--- config.mk ---
export PLATFORM = sky130hd
export DESIGN_NAME = apb_master_bridge_flat
export DESIGN_NICKNAME = d
export VERILOG_FILES = /design/src/rtl/apb_master_bridge_if.sv /design/src/rtl/apb_master_bridge.sv /design/src/flat_wrapper.sv
export SDC_FILE = /design/constraint.sdc
export NUM_CORES = 1
export LEC_CHECK = 0
export BUFFER_PORTS_ARGS = -buffer_cell sky130_fd_sc_hd__buf_4
export CORE_ASPECT_RATIO = 1.1
export CORE_MARGIN = 1
export CORE_UTILIZATION = 47
export CTS_CLUSTER_DIAMETER = 200
export CTS_CLUSTER_SIZE = 12
export DETAILED_ROUTE_END_ITERATION = 10
export PLACE_DENSITY = 0.79
export SLEW_MARGIN = 30
export SYNTH_ARGS = -nofsm -noshare
export SYNTH_HDL_FRONTEND = slang
export SYNTH_SLANG_ARGS = --single-unit
--- constraint.sdc ---
create_clock -name PCLK -period 5.3 [get_ports PCLK]
set_clock_uncertainty 0.1 [all_clocks]
set_input_delay 0.53 -clock PCLK [delete_from_list [all_inputs] [get_ports PCLK]]
set_output_delay 0.53 -clock PCLK [all_outputs]
set_load 0.01 [all_outputs]
--- src/rtl/apb_master_bridge_if.sv ---
// Bundles the bridge's command/response port with the APB3 master bus so the
// bridge, the bench and the slave agents all share one set of wires.
interface apb_master_bridge_if;
    // Handshakes: a transfer happens on the rising PCLK edge where valid and
    // ready are both 1; valid and its payload stay stable until then.
    logic        req_valid;
    logic        req_ready;
    logic [31:0] req_addr;
    logic        req_write;
    logic [31:0] req_wdata;
    logic [3:0]  req_sel;

    logic        rsp_valid;
    logic        rsp_ready;
    logic [31:0] rsp_rdata;
    logic        rsp_err;

    logic [31:0] PADDR;
    logic [31:0] PWDATA;
    logic        PWRITE;
    logic [15:0] PSEL;
    logic        PENABLE;
    logic [31:0] PRDATA;
    logic        PREADY;

    modport master (
        input  req_valid, req_addr, req_write, req_wdata, req_sel,
        input  rsp_ready, PRDATA, PREADY,
        output req_ready, rsp_valid, rsp_rdata, rsp_err,
        output PADDR, PWDATA, PWRITE, PSEL, PENABLE
    );

    modport slave (
        output req_valid, req_addr, req_write, req_wdata, req_sel,
        output rsp_ready, PRDATA, PREADY,
        input  req_ready, rsp_valid, rsp_rdata, rsp_err,
        input  PADDR, PWDATA, PWRITE, PSEL, PENABLE
    );
endinterface

--- src/rtl/apb_master_bridge.sv ---
// Single-outstanding request/response to APB3 master bridge with a per-access
// wait-state timeout and a bad-slave-index short cut.
module apb_master_bridge #(
    parameter int NUM_SEL = 16,
    parameter int TIMEOUT = 255
) (
    input  logic                       PCLK,
    input  logic                       PRESET,
    apb_master_bridge_if.master        bus,
    output logic [1:0]                 dbg_state
);

    localparam int              CNT_W    = (TIMEOUT > 0) ? $clog2(TIMEOUT + 1) : 1;
    localparam bit              TO_EN    = (TIMEOUT != 0);
    localparam logic [CNT_W-1:0] CNT_LAST = (TIMEOUT > 0) ? CNT_W'(TIMEOUT - 1) : '0;
    localparam logic [CNT_W-1:0] CNT_MAX  = '1;
    localparam logic [15:0]     SEL_MASK = 16'((32'd1 << NUM_SEL) - 32'd1);

    typedef enum logic [1:0] {
        S_IDLE   = 2'd0,
        S_SETUP  = 2'd1,
        S_ACCESS = 2'd2,
        S_RESP   = 2'd3
    } state_t;

    state_t           state_q;
    state_t           state_d;
    logic             accept;
    logic             sel_ok;
    logic             xfer_done;
    logic [3:0]       sel_q;
    logic [3:0]       sel_src;
    logic [15:0]      psel_onehot;
    logic [CNT_W-1:0] wait_cnt;

    assign dbg_state = state_q;

    always_comb begin
        state_d   = state_q;
        accept    = 1'b0;
        xfer_done = 1'b0;
        sel_ok    = ({1'b0, bus.req_sel} < 5'(NUM_SEL));
        case (state_q)
            S_IDLE: begin
                if (bus.req_valid && bus.req_ready) begin
                    accept  = 1'b1;
                    state_d = sel_ok ? S_SETUP : S_RESP;
                end
            end
            S_SETUP: state_d = S_ACCESS;
            S_ACCESS: begin
                // A ready slave wins over the timeout on the last allowed cycle.
                if (bus.PREADY) begin
                    xfer_done = 1'b1;
                    state_d   = S_RESP;
                end else if (TO_EN && (wait_cnt == CNT_LAST)) begin
                    state_d = S_RESP;
                end
            end
            S_RESP: begin
                if (bus.rsp_ready) state_d = S_IDLE;
            end
            default: state_d = S_IDLE;
        endcase
    end

    always_ff @(posedge PCLK or posedge PRESET) begin
        if (PRESET) state_q <= S_IDLE;
        else        state_q <= state_d;
    end

    // The select comes straight from the request on the accepting edge.
    assign sel_src     = accept ? bus.req_sel : sel_q;
    assign psel_onehot = SEL_MASK & (16'd1 << sel_src);

    always_ff @(posedge PCLK or posedge PRESET) begin
        if (PRESET) begin
            sel_q         <= '0;
            bus.req_ready <= 1'b0;
            bus.PSEL      <= '0;
            bus.PENABLE   <= 1'b0;
            bus.PADDR     <= '0;
            bus.PWDATA    <= '0;
            bus.PWRITE    <= 1'b0;
            bus.rsp_valid <= 1'b0;
            bus.rsp_rdata <= '0;
            bus.rsp_err   <= 1'b0;
        end else begin
            bus.req_ready <= (state_d == S_IDLE);
            bus.PSEL      <= ((state_d == S_SETUP) || (state_d == S_ACCESS)) ? psel_onehot : '0;
            bus.PENABLE   <= (state_d == S_ACCESS);
            bus.rsp_valid <= (state_d == S_RESP);

            if (accept) sel_q <= bus.req_sel;

            // Bad-index requests never reach the bus, so the held address stays put.
            if (accept && sel_ok) begin
                bus.PADDR  <= bus.req_addr;
                bus.PWDATA <= bus.req_wdata;
                bus.PWRITE <= bus.req_write;
            end

            if ((state_q != S_RESP) && (state_d == S_RESP)) begin
                bus.rsp_err   <= !xfer_done;
                bus.rsp_rdata <= (xfer_done && !bus.PWRITE) ? bus.PRDATA : '0;
            end
        end
    end

    always_ff @(posedge PCLK or posedge PRESET) begin
        if (PRESET) begin
            wait_cnt <= '0;
        end else if (state_q != S_ACCESS) begin
            wait_cnt <= '0;
        end else if (wait_cnt != CNT_MAX) begin
            wait_cnt <= wait_cnt + CNT_W'(1);
        end
    end

endmodule

--- src/flat_wrapper.sv ---
// flat-port wrapper written by rule: the top's interface ports become plain ports
module apb_master_bridge_flat 
#(
    parameter int NUM_SEL = 16,
    parameter int TIMEOUT = 255
)
  (PCLK, PRESET, dbg_state, bus_req_valid, bus_req_addr, bus_req_write, bus_req_wdata, bus_req_sel, bus_rsp_ready, bus_PRDATA, bus_PREADY, bus_req_ready, bus_rsp_valid, bus_rsp_rdata, bus_rsp_err, bus_PADDR, bus_PWDATA, bus_PWRITE, bus_PSEL, bus_PENABLE);
  apb_master_bridge_if bus_i ();
  input  logic PCLK;
  input  logic PRESET;
  output logic [1:0] dbg_state;
  input wire logic [$bits(bus_i.req_valid)-1:0] bus_req_valid;
  input wire logic [$bits(bus_i.req_addr)-1:0] bus_req_addr;
  input wire logic [$bits(bus_i.req_write)-1:0] bus_req_write;
  input wire logic [$bits(bus_i.req_wdata)-1:0] bus_req_wdata;
  input wire logic [$bits(bus_i.req_sel)-1:0] bus_req_sel;
  input wire logic [$bits(bus_i.rsp_ready)-1:0] bus_rsp_ready;
  input wire logic [$bits(bus_i.PRDATA)-1:0] bus_PRDATA;
  input wire logic [$bits(bus_i.PREADY)-1:0] bus_PREADY;
  output wire logic [$bits(bus_i.req_ready)-1:0] bus_req_ready;
  output wire logic [$bits(bus_i.rsp_valid)-1:0] bus_rsp_valid;
  output wire logic [$bits(bus_i.rsp_rdata)-1:0] bus_rsp_rdata;
  output wire logic [$bits(bus_i.rsp_err)-1:0] bus_rsp_err;
  output wire logic [$bits(bus_i.PADDR)-1:0] bus_PADDR;
  output wire logic [$bits(bus_i.PWDATA)-1:0] bus_PWDATA;
  output wire logic [$bits(bus_i.PWRITE)-1:0] bus_PWRITE;
  output wire logic [$bits(bus_i.PSEL)-1:0] bus_PSEL;
  output wire logic [$bits(bus_i.PENABLE)-1:0] bus_PENABLE;
  assign bus_i.req_valid = bus_req_valid;
  assign bus_i.req_addr = bus_req_addr;
  assign bus_i.req_write = bus_req_write;
  assign bus_i.req_wdata = bus_req_wdata;
  assign bus_i.req_sel = bus_req_sel;
  assign bus_i.rsp_ready = bus_rsp_ready;
  assign bus_i.PRDATA = bus_PRDATA;
  assign bus_i.PREADY = bus_PREADY;
  assign bus_req_ready = bus_i.req_ready;
  assign bus_rsp_valid = bus_i.rsp_valid;
  assign bus_rsp_rdata = bus_i.rsp_rdata;
  assign bus_rsp_err = bus_i.rsp_err;
  assign bus_PADDR = bus_i.PADDR;
  assign bus_PWDATA = bus_i.PWDATA;
  assign bus_PWRITE = bus_i.PWRITE;
  assign bus_PSEL = bus_i.PSEL;
  assign bus_PENABLE = bus_i.PENABLE;
  apb_master_bridge #(.NUM_SEL(NUM_SEL), .TIMEOUT(TIMEOUT)) u_core (.PCLK(PCLK), .PRESET(PRESET), .bus(bus_i), .dbg_state(dbg_state));
endmodule
==> impl_metrics.env, run 1 <==
export IMPL_slowest_stage="and4bb_4"
export IMPL_min_period_over_period_pct=47.4
export IMPL_drive_gt1_share_pct=55.9
export IMPL_dr_first_iter_drc_count=130
export IMPL_netlist_area_um2=5140
export IMPL_ys_flop_type="dfrtp_1"
export IMPL_dp_hpwl_um=8720
export IMPL_synth_seq_cells=131
export IMPL_grt_use_total_pct=22.6
export IMPL_slew_headroom_pct=50.1
export IMPL_clock_path_buffers=2
export IMPL_maxSlewViolCount=0
export IMPL_via_per_inst=5.12
export IMPL_yosysMostFrequentCell="dfrtp_1"
export IMPL_cap_viol_max_count=0
export IMPL_cts_buffers=17
export IMPL_syn_inst=345
export IMPL_place_gp_congestion=0.815
export IMPL_cp_buffers_inverters=1
export IMPL_h_tree_depth=4
export IMPL_cts_tree="yes"
export IMPL_start_kind="flop"
export IMPL_mappedNetlistNets=456
export IMPL_wirelength_um=12200
export IMPL_synth_top_cell_area_share_pct=63.8
export IMPL_nets=687
export IMPL_end_kind="flop"
export IMPL_path_depth=4
export IMPL_fin_tns_setup_ns=0
export IMPL_fillerInstances=734
export IMPL_fin_ws_ns=2.79
export IMPL_rr_worst_depth=4
export IMPL_remaining_drc_errors=0
export IMPL_cts_root_buf="clkbuf_16"
export IMPL_final_antenna_net_count=0
export IMPL_crit_fanout=43
export IMPL_timing_fmax_mhz=398
export IMPL_finalSetupViolations=0
export IMPL_clock_latency_ns=0.41
export IMPL_dr_total_vias=3707
export IMPL_postCtsSetupBuffers=0
export IMPL_power_density_nw_per_um2=589
export IMPL_core_area_um2=10500
export IMPL_yosys_warnings=0
export IMPL_synth_seq_area_share_pct=63.8
export IMPL_synth_cell_type_count=40
export IMPL_cpLargestDelayFamily="simple AND/OR/NAND/NOR gates"
export IMPL_antennaDiodeCount=0
export IMPL_syn_to_final_growth_pct=43.6
export IMPL_grt_antenna_before_repair=0
export IMPL_synth_edf_count=0
export IMPL_grt_pass1_wl_um=19300
export IMPL_ioPinCount=225
export IMPL_stdcell_area_um2=7370
export IMPL_cp_cell_sequence="and4bb_4 -> mux2i_4 -> inv_4 -> nor4_1"
export IMPL_dpl_worst_slack_ns=2.67
export IMPL_grt_overflow_total=0
export IMPL_worst_pin_slew_ns=0.748
export IMPL_row_count=39
export IMPL_port_buffers=224
export IMPL_async_flop_share_pct=100
export IMPL_status="finished clean"
export IMPL_cts_resized=0
export IMPL_irDropWorstVdd_mv=0.345
export IMPL_dr_pass1_iters=4
export IMPL_leakage_nw=3.64
export IMPL_slowest_delay_ns=0.86
export IMPL_worstSetupPathType="flop to flop"
export IMPL_dpl_instance_area_um2=6890
export IMPL_dieArea_um2=11400
export IMPL_avgSynthCellArea_um2=14.9
export IMPL_start_util_pct=49.0
export IMPL_clk_pin_slew_ns=0.05
export IMPL_synth_area_leaders="dfrtp_1 64%, mux2_2 15%, a22o_1 5.5%"
export IMPL_holdBufCountCts=0
export IMPL_rsz0062_at_grt="no"
export IMPL_synth_top_cell_by_area="dfrtp_1"
export IMPL_arrival_ns=2.71
export IMPL_layout_min_cycle_time_ns=2.51
export IMPL_holdCritPathClass="input pin to asynchronous set/reset pin"
export IMPL_hold_viol=0
export IMPL_die_width_um=102
export IMPL_wire_per_inst_um=16.9
export IMPL_grt_pass1_vias=3822
export IMPL_post_route_util_pct=70.3
export IMPL_die_h_um=112
export IMPL_yosys_top_cells_count="131 x dfrtp_1, 68 x mux2_2, 32 x a22o_1"
export IMPL_grt_max_degree=82
export IMPL_crit_required_ns=5.50
export IMPL_clock_sinks=131
routing by layer:
layer | vias up | GRT usage (%) | part of all wire (%)
met3 | 33 | 5.34 | 5.1
met2 | 139 | 38.1 | 53
li1 | 1729 | - | -
met1 | 1806 | 26.5 | 39
met4 | 0 | 11.7 | 3.2
met5 | - | 0 | 0
worst paths after layout:
| path | from | endpoint | slack (ns) |
|---|---|---|---|
| max | u_core.dbg_state[0]$_DFF_PP0_ | u_core.bus.PSEL[10]$_DFF_PP0_ | 2.79 |
| min | PRESET | u_core.bus.rsp_rdata[23]$_DFFE_PP0P_ | 0.12 |
| max reg2reg | u_core.dbg_state[0]$_DFF_PP0_ | u_core.bus.PSEL[10]$_DFF_PP0_ | 2.79 |
| min reg2reg | u_core.bus.PADDR[8]$_DFFE_PP0N_ | u_core.bus.PADDR[8]$_DFFE_PP0N_ | 0.40 |
| max in group asynchronous | PRESET | u_core.dbg_state[0]$_DFF_PP0_ | 3.82 |
| min in group PCLK | bus_PRDATA[1] | u_core.bus.rsp_rdata[1]$_DFFE_PP0P_ | 0.23 |
placed cells by master, fill, tap and decap left out, types with 5 or more instances in the layout:
cell and instances:
a22o_1 32, nor2_1 11, ha_1 5, mux2i_1 6, nor4_1 8, clkbuf_16 17, buf_4 227, mux2_2 68
nand2_1 11, dfrtp_1 131, nand3_1 5
registers in the layout (all words and copies together), names as in the netlist, 2 cells and up:
| register | cells |
|---|---|
| u_core.bus.PWDATA | 32 |
| u_core.bus.rsp_rdata | 32 |
| u_core.sel_q | 4 |
| u_core.dbg_state | 2 |
| u_core.wait_cnt | 8 |
| u_core.bus.PADDR | 32 |
| u_core.bus.PSEL | 16 |
final cells by class:
type                    instances  area, um2  area share (%)
flip-flops and latches        131       3280            44.5
multi-input cells             192       1700            23.1
repair buffers                227       1700            23.1
clock buffers                  22        464            6.30
well taps                     143        179            2.43
inverters                       7       33.8           0.458
clock inverters                 2       10.0           0.136
power by group:
part           total [mW]  switching [mW]  internal, mW
clock network       0.975           0.377         0.597
logic                1.68           0.749         0.926
registers            1.69           0.265          1.43
total                4.34            1.39          2.95
stage by stage:
step                std cells  total power [mW]  hold slack (ns)
floorplan                 345              2.51            0.417
global placement          700              3.31            0.389
detailed placement        700              3.38            0.393
CTS                       724              4.38            0.221
global route              724              4.57            0.206
finish                    724              4.34            0.124
kinds of logic after synthesis:
| kind of cell | share of synthesized area, % |
|---|---|
| buffers and inverters | 3.05 |
| DFF | 63.8 |
| and+or+nand+nor | 6.87 |
| adders and majority gates | 1.22 |
| muxes | 17.2 |
| AOI/OAI and AO/OA | 7.80 |
worst register-to-register path, cell delays in order, from the launching register on:
cell and delay, ns:
dfrtp_1 0.47, and4bb_4 0.86, mux2i_4 0.58, inv_4 0.12, nor4_1 0.28
(Power assumes the default switching activity.)
==> run 2, diff against run 1 <==
--- a/config.mk
+++ b/config.mk
@@ -5,14 +5,15 @@
 export SDC_FILE = /design/constraint.sdc
 export NUM_CORES = 1
 export LEC_CHECK = 0
+export ABC_AREA = 1
 export BUFFER_PORTS_ARGS = -buffer_cell sky130_fd_sc_hd__buf_4
 export CORE_ASPECT_RATIO = 1.1
 export CORE_MARGIN = 1
-export CORE_UTILIZATION = 47
+export CORE_UTILIZATION = 43
 export CTS_CLUSTER_DIAMETER = 200
 export CTS_CLUSTER_SIZE = 12
 export DETAILED_ROUTE_END_ITERATION = 10
-export PLACE_DENSITY = 0.79
+export PLACE_DENSITY = 0.76
 export SLEW_MARGIN = 30
 export SYNTH_ARGS = -nofsm -noshare
 export SYNTH_HDL_FRONTEND = slang
==> constraint.sdc (replaced) <==
create_clock -name PCLK -period 2.15 [get_ports PCLK]
set_clock_uncertainty 0.1 [all_clocks]
set_input_delay 0.215 -clock PCLK [delete_from_list [all_inputs] [get_ports PCLK]]
set_output_delay 0.215 -clock PCLK [all_outputs]
set_load 0.01 [all_outputs]
==> run 2 against run 1 <==
  * Area after synthesis increased by 2.6%
  * Register-to-register slack got worse by 2.7 ns
  * Final area increased by 20%
  * Cell count increased by 48%
  * Synthesized cell count increased by 68%
  * Power increased by 130%
  * Clock power increased to 3.0 times the previous value
  * Sequential share of layout area decreased by 7.4 points
  * Sequential cell count unchanged
  * Die area increased by 12%
  * Fmax increased by 23%
  * Largest power group is now combinational logic
==> impl_metrics.env, run 2 <==
export IMPL_dr_first_iter_drc_count=407
export IMPL_clk_pin_slew_ns=0.06
export IMPL_cp_common_cell="nand2_1"
export IMPL_die_width_um=108
export IMPL_slowest_delay_ns=0.46
export IMPL_ys_flop_type="dfrtp_1"
export IMPL_top_regs="u_core.bus.PADDR: 32 flops, u_core.bus.PWDATA: 32 flops, u_core.bus.rsp_rdata: 32 flops"
export IMPL_row_count=42
export IMPL_clock_latency_ns=0.41
export IMPL_grt_pass1_wl_um=26600
export IMPL_dieArea_um2=12700
export IMPL_port_buffers=224
export IMPL_cap_viol_max_count=0
export IMPL_start_util_pct=44.0
export IMPL_gr_usage_met3_pct=8.14
export IMPL_cts_tree="yes"
export IMPL_grt_antenna_before_repair=0
export IMPL_layout_commonest_cell="buf_4"
export IMPL_cp_cell_sequence="nand2_1 -> nor2_1 -> or2_1 -> inv_1 -> ha_4 -> nand2_1 -> nor2_4 -> buf_12 -> clkbuf_16 -> nand3_1 -> nand2_1"
export IMPL_yosys_warnings=0
export IMPL_place_gp_congestion=0.828
export IMPL_fin_tns_setup_ns=0
export IMPL_wire_per_inst_um=16.1
export IMPL_use_met1_pct=29.9
export IMPL_syn_to_final_growth_pct=67.8
export IMPL_netlist_area_um2=5270
export IMPL_yosysMostFrequentCell="nand2_1"
export IMPL_cts_root_buf="clkbuf_16"
export IMPL_maxSlewViolCount=0
export IMPL_synth_top_cell_area_share_pct=62.2
export IMPL_remaining_drc_errors=0
export IMPL_dr_pass1_iters=7
export IMPL_mappedNetlistNets=691
export IMPL_clock_sinks=131
export IMPL_avgSynthCellArea_um2=9.09
export IMPL_busiest_layer="met2"
export IMPL_grt_max_degree=70
export IMPL_gr_usage_met2_pct=47.5
export IMPL_holdWs_ns=0.0654
export IMPL_arrival_ns=2.28
export IMPL_power_density_nw_per_um2=1130
export IMPL_drive_gt1_share_pct=31.1
export IMPL_leakage_nw=4.84
export IMPL_crit_required_ns=2.40
export IMPL_h_tree_depth=4
export IMPL_antennaDiodeCount=0
export IMPL_post_route_util_pct=73.8
export IMPL_die_h_um=118
export IMPL_holdCritPathClass="input pin to flop"
export IMPL_dp_cells=940
export IMPL_grt_use_total_pct=27.0
export IMPL_synth_area_leaders="dfrtp_1 62%, nand2_1 16%, nand3_1 12%"
export IMPL_status="finished clean"
export IMPL_slowest_stage="dfrtp_1"
export IMPL_cts_buffers=17
export IMPL_nets=1019
export IMPL_hold_viol=0
export IMPL_crit_fanout=8
export IMPL_worst_pin_slew_ns=0.423
export IMPL_core_area_um2=12000
export IMPL_via_per_inst=5.05
export IMPL_slew_headroom_pct=71.8
export IMPL_irDropWorstVdd_mv=0.545
export IMPL_layout_min_cycle_time_ns=2.03
export IMPL_synth_seq_area_share_pct=62.2
export IMPL_min_period_over_period_pct=94.6
export IMPL_grt_pass1_vias=5589
export IMPL_finalSetupViolations=0
export IMPL_synth_cell_type_count=24
export IMPL_yosys_top_cells_count="229 x nand2_1, 131 x dfrtp_1, 122 x nand3_1"
export IMPL_clock_path_buffers=2
export IMPL_async_flop_share_pct=100
export IMPL_worstSetupPathType="flop to flop"
export IMPL_synth_top_cell_by_area="dfrtp_1"
export IMPL_final_antenna_net_count=0
export IMPL_layoutNonFillerInstCount=1075
export IMPL_dr_total_vias=5429
export IMPL_total_power_mw=10.0
export IMPL_end_kind="flop"
export IMPL_ioPinCount=225
export IMPL_grt_overflow_total=0
export IMPL_synth_edf_count=0
export IMPL_syn_inst=580
export IMPL_dp_hpwl_um=9750
export IMPL_timing_fmax_mhz=492
export IMPL_fillerInstances=766
export IMPL_synth_seq_cells=131
export IMPL_final_cell_mix="231 x buf_4, 228 x nand2_1, 131 x dfrtp_1, 121 x nand3_1, 98 x dlygate4sd3_1"
export IMPL_start_kind="flop"
export IMPL_wirelength_um=17300
## run 2: cell type report
type | instances | area [um2] | area share [%]
sequential | 131 | 3280 | 37.1
timing repair buffer | 339 | 2910 | 32.9
multi-input combinational | 401 | 1790 | 20.2
clock buffer | 20 | 447 | 5.05
tap | 154 | 193 | 2.18
clock inverter | 12 | 158 | 1.78
inverter | 18 | 71.3 | 0.806
## run 2: path summary, 6_finish.rpt
path	start	endpoint	slack [ns]	cells after the start
setup / recovery	u_core.dbg_state[1]$_DFF_PP0_	u_core.bus.rsp_rdata[16]$_DFFE_PP0P_	0.12	11
hold / removal	bus_req_sel[3]	u_core.sel_q[3]$_DFF_PP0_	0.07	3
setup reg to reg	u_core.dbg_state[1]$_DFF_PP0_	u_core.bus.rsp_rdata[16]$_DFFE_PP0P_	0.12	11
hold reg to reg	u_core.bus.PADDR[21]$_DFFE_PP0N_	u_core.bus.PADDR[21]$_DFFE_PP0N_	0.37	2
max in group asynchronous	PRESET	u_core.bus.PSEL[10]$_DFF_PP0_	1.24	4
min in group asynchronous	PRESET	u_core.bus.PADDR[20]$_DFFE_PP0N_	0.40	4
## run 2: per-stage QoR
stage	worst slack [ns]	cell area [um2]
6_report	0.116	8850
5_1_grt	-0.0303	8850
4_1_cts	0.0842	8700
3_5_place_dp	0.129	7120
3_3_place_gp	0.223	7120
2_1_floorplan	0.174	5280
## run 2: cells by family after synthesis
kind of cell / count (synthesis) / synth area share (%)
and+or+nand+nor: 388 / 31.2
AOI/OAI and AO/OA: 7 / 0.712
buffers and inverters: 48 / 4.51
DFF: 131 / 62.2
xor gates and xnor gates: 1 / 0.166
adders and majority gates: 5 / 1.19
## run 2: critical path: cells and delay by family, from the launching register on
family | cells | cell delay, ns
AND/OR/NAND/NOR | 7 | 0.81
flip-flops | 1 | 0.46
buffers and inverters | 3 | 0.44
adder cells (fa/ha/maj) | 1 | 0.17
## run 2: report_power, final
group          internal [mW]  switching, mW
Clock                   1.86           1.06
Sequential              3.13          0.412
Combinational           1.58           2.00
## run 2: routing by layer
| metal | vias up | share of wire (%) |
|---|---|---|
| met3 | 35 | 8.1 |
| met1 | 2605 | 37 |
| met5 | - | 0 |
| li1 | 2513 | - |
| met2 | 276 | 53 |
| met4 | 0 | 2.3 |
## run 2: timing repair
action,in CTS,in global routing
hold buffers,98,0
endpoints found under the setup margin,0,47
setup buffers,0,1
endpoints found under the hold margin,228,0
resized for setup,0,10
==> run 3, diff against run 2 <==
==> constraint.sdc (replaced) <==
create_clock -name PCLK -period 1.8 [get_ports PCLK]
set_clock_uncertainty 0.1 [all_clocks]
set_input_delay 0.18 -clock PCLK [delete_from_list [all_inputs] [get_ports PCLK]]
set_output_delay 0.18 -clock PCLK [all_outputs]
set_load 0.01 [all_outputs]
==> run 3 against run 2 <==
  * The run now ends with setup timing left
  * Clock-buffer cell count unchanged
  * First-iteration DRC count up 5.4%
  * Final area up 3.4%
  * Register-to-register slack worse by 0.27 ns
  * Core utilization up 2.5 points
  * Global-route usage up 1.4 points
  * Power up 25%
  * Critical path depth up 2
  * Via count up 1.4%
  * Sequential power up 19%
  * Critical path type unchanged
  * Critical endpoint is now u_core.bus.rsp_rdata[7]$_DFFE_PP0P_
==> impl_metrics.env, run 3 (same netlist as run 2, synthesis figures left out) <==
export IMPL_status="finished, violations left"
export IMPL_violations="setup timing"
export IMPL_worst_pin_slew_ns=0.680
export IMPL_finalSetupViolations=33
export IMPL_dr_total_vias=5504
export IMPL_dpl_instance_area_um2=7220
export IMPL_clock_path_buffers=2
export IMPL_layout_min_cycle_time_ns=1.95
export IMPL_die_h_um=118
export IMPL_final_cell_mix="245 x buf_4, 217 x nand2_1, 129 x dfrtp_1, 107 x nand3_1, 98 x dlygate4sd3_1"
export IMPL_cts_buffers=17
export IMPL_core_area_um2=12000
export IMPL_wirelength_um=18200
export IMPL_power_density_nw_per_um2=1370
export IMPL_dr_pass1_iters=5
export IMPL_arrival_ns=2.19
export IMPL_min_period_over_period_pct=108
export IMPL_cts_root_buf="clkbuf_16"
export IMPL_maxSlewViolCount=0
export IMPL_timing_fmax_mhz=512
export IMPL_grt_use_total_pct=28.4
export IMPL_final_antenna_net_count=0
export IMPL_drive_gt1_share_pct=35.5
export IMPL_clock_sinks=131
export IMPL_port_buffers=224
export IMPL_grt_max_degree=132
export IMPL_remaining_drc_errors=0
export IMPL_nets=1035
export IMPL_wire_per_inst_um=16.6
export IMPL_h_tree_depth=4
export IMPL_cap_viol_max_count=0
export IMPL_row_count=42
export IMPL_dieArea_um2=12700
export IMPL_rsz0062_at_grt="yes"
export IMPL_die_width_um=108
export IMPL_leakage_nw=4.93
export IMPL_slew_headroom_pct=54.7
export IMPL_start_kind="flop"
export IMPL_cts_tree="yes"
export IMPL_place_gp_congestion=0.809
export IMPL_start_util_pct=44.0
export IMPL_end_kind="flop"
export IMPL_dr_first_iter_drc_count=429
export IMPL_hold_viol=0
export IMPL_holdCritPathClass="input pin to flop"
export IMPL_ioPinCount=225
export IMPL_clk_pin_slew_ns=0.06
export IMPL_crit_fanout=5
export IMPL_grt_pass1_vias=5666
export IMPL_crit_required_ns=2.04
export IMPL_worstSetupPathType="flop to flop"
export IMPL_top_regs="u_core.bus.PADDR: 32 flops, u_core.bus.PWDATA: 32 flops, u_core.bus.rsp_rdata: 32 flops"
export IMPL_layout_commonest_cell="buf_4"
export IMPL_fin_tns_setup_ns=-3.54
export IMPL_grt_antenna_before_repair=2
export IMPL_clock_latency_ns=0.41
export IMPL_fin_ws_ns=-0.152
export IMPL_stdcell_area_um2=9150
export IMPL_syn_to_final_growth_pct=73.5
export IMPL_grt_overflow_total=0
export IMPL_total_power_mw=12.6
export IMPL_dp_hpwl_um=9600
export IMPL_via_per_inst=5.03
export IMPL_irDropWorstVdd_mv=0.779
export IMPL_grt_pass1_wl_um=27700
## run 3: cell types whose count changed in the layout (fill, tap and decap cells not counted), moves of 9 or more
cell	before	now
nand3_1	121	107
nand2_1	228	217
buf_4	231	245
nand2_2	4	13
nand3_2	2	14
## run 3: layout make-up
cell class	count	area, um2
Clock inverter	12	156
Antenna cell	3	7.51
Inverter	18	71.3
Multi-Input combinational cell	401	1930
Timing Repair Buffer	355	3060
Clock buffer	20	447
Sequential cell	131	3280
Tap cell	154	193
Fill cell	763	2830
## run 3: critical path, stage by stage (launching register included)
cell and delay [ns]:
dfrtp_1 0.39, inv_2 0.08, ha_4 0.12, nand3_2 0.06, o21ai_1 0.14, nand2_1 0.09
inv_2 0.08, ha_4 0.15, nand2_4 0.06, nor2_4 0.12, buf_12 0.15, buf_8 0.14
nand3_2 0.07, nand2_2 0.12
## run 3: where the power goes
part / total, mW / leakage (nW) / switching [mW] / internal, mW
registers: 4.22 / 1.75 / 0.487 / 3.74
clock network: 3.49 / 0.283 / 1.28 / 2.22
logic: 4.86 / 2.90 / 2.60 / 2.26
## run 3: per-layer routing
metal	vias to the layer above	wire length (um)	GRT usage, %
li1	2560	-	-
met1	2648	6670	31.0
met2	249	9610	49.3
met3	47	1410	8.97
met4	0	518	13.6
met5	-	0	0
## run 3: final timing paths
check / from / endpoint / slack [ns] / cells after the start
min reg2reg: u_core.bus.PWDATA[29]$_DFFE_PP0N_ / u_core.bus.PWDATA[29]$_DFFE_PP0N_ / 0.37 / 2
max: u_core.wait_cnt[0]$_DFFE_PP0P_ / u_core.bus.rsp_rdata[7]$_DFFE_PP0P_ / -0.15 / 13
max in group asynchronous: PRESET / u_core.dbg_state[0]$_DFF_PP0_ / 0.64 / 4
min in group asynchronous: PRESET / u_core.bus.PADDR[14]$_DFFE_PP0N_ / 0.44 / 4
max reg2reg: u_core.wait_cnt[0]$_DFFE_PP0P_ / u_core.bus.rsp_rdata[7]$_DFFE_PP0P_ / -0.15 / 13
min: bus_req_sel[3] / u_core.sel_q[3]$_DFF_PP0_ / 0.03 / 3
## run 3: repair_timing
| action | in CTS | in global routing |
|---|---|---|
| endpoints found under the hold margin | 228 | 0 |
| pin swaps | 5 | 16 |
| gates cloned | 2 | 3 |
| hold buffers | 98 | 0 |
| setup buffers | 7 | 2 |
| resized for setup | 19 | 41 |
| setup endpoints to repair | 45 | 105 |
## run 3: through the flow
step	cells	util, %	setup WS, ns	hold WS [ns]
after global placement	953	60.2	-0.00919	0.307
final	1094	76.3	-0.152	0.0252
after floorplan	580	-	-0.176	0.221
after global routing	1093	76.3	-0.232	0.0486
after CTS	1092	74.8	-0.0666	0.0214
after detailed placement	953	60.2	-0.161	0.309
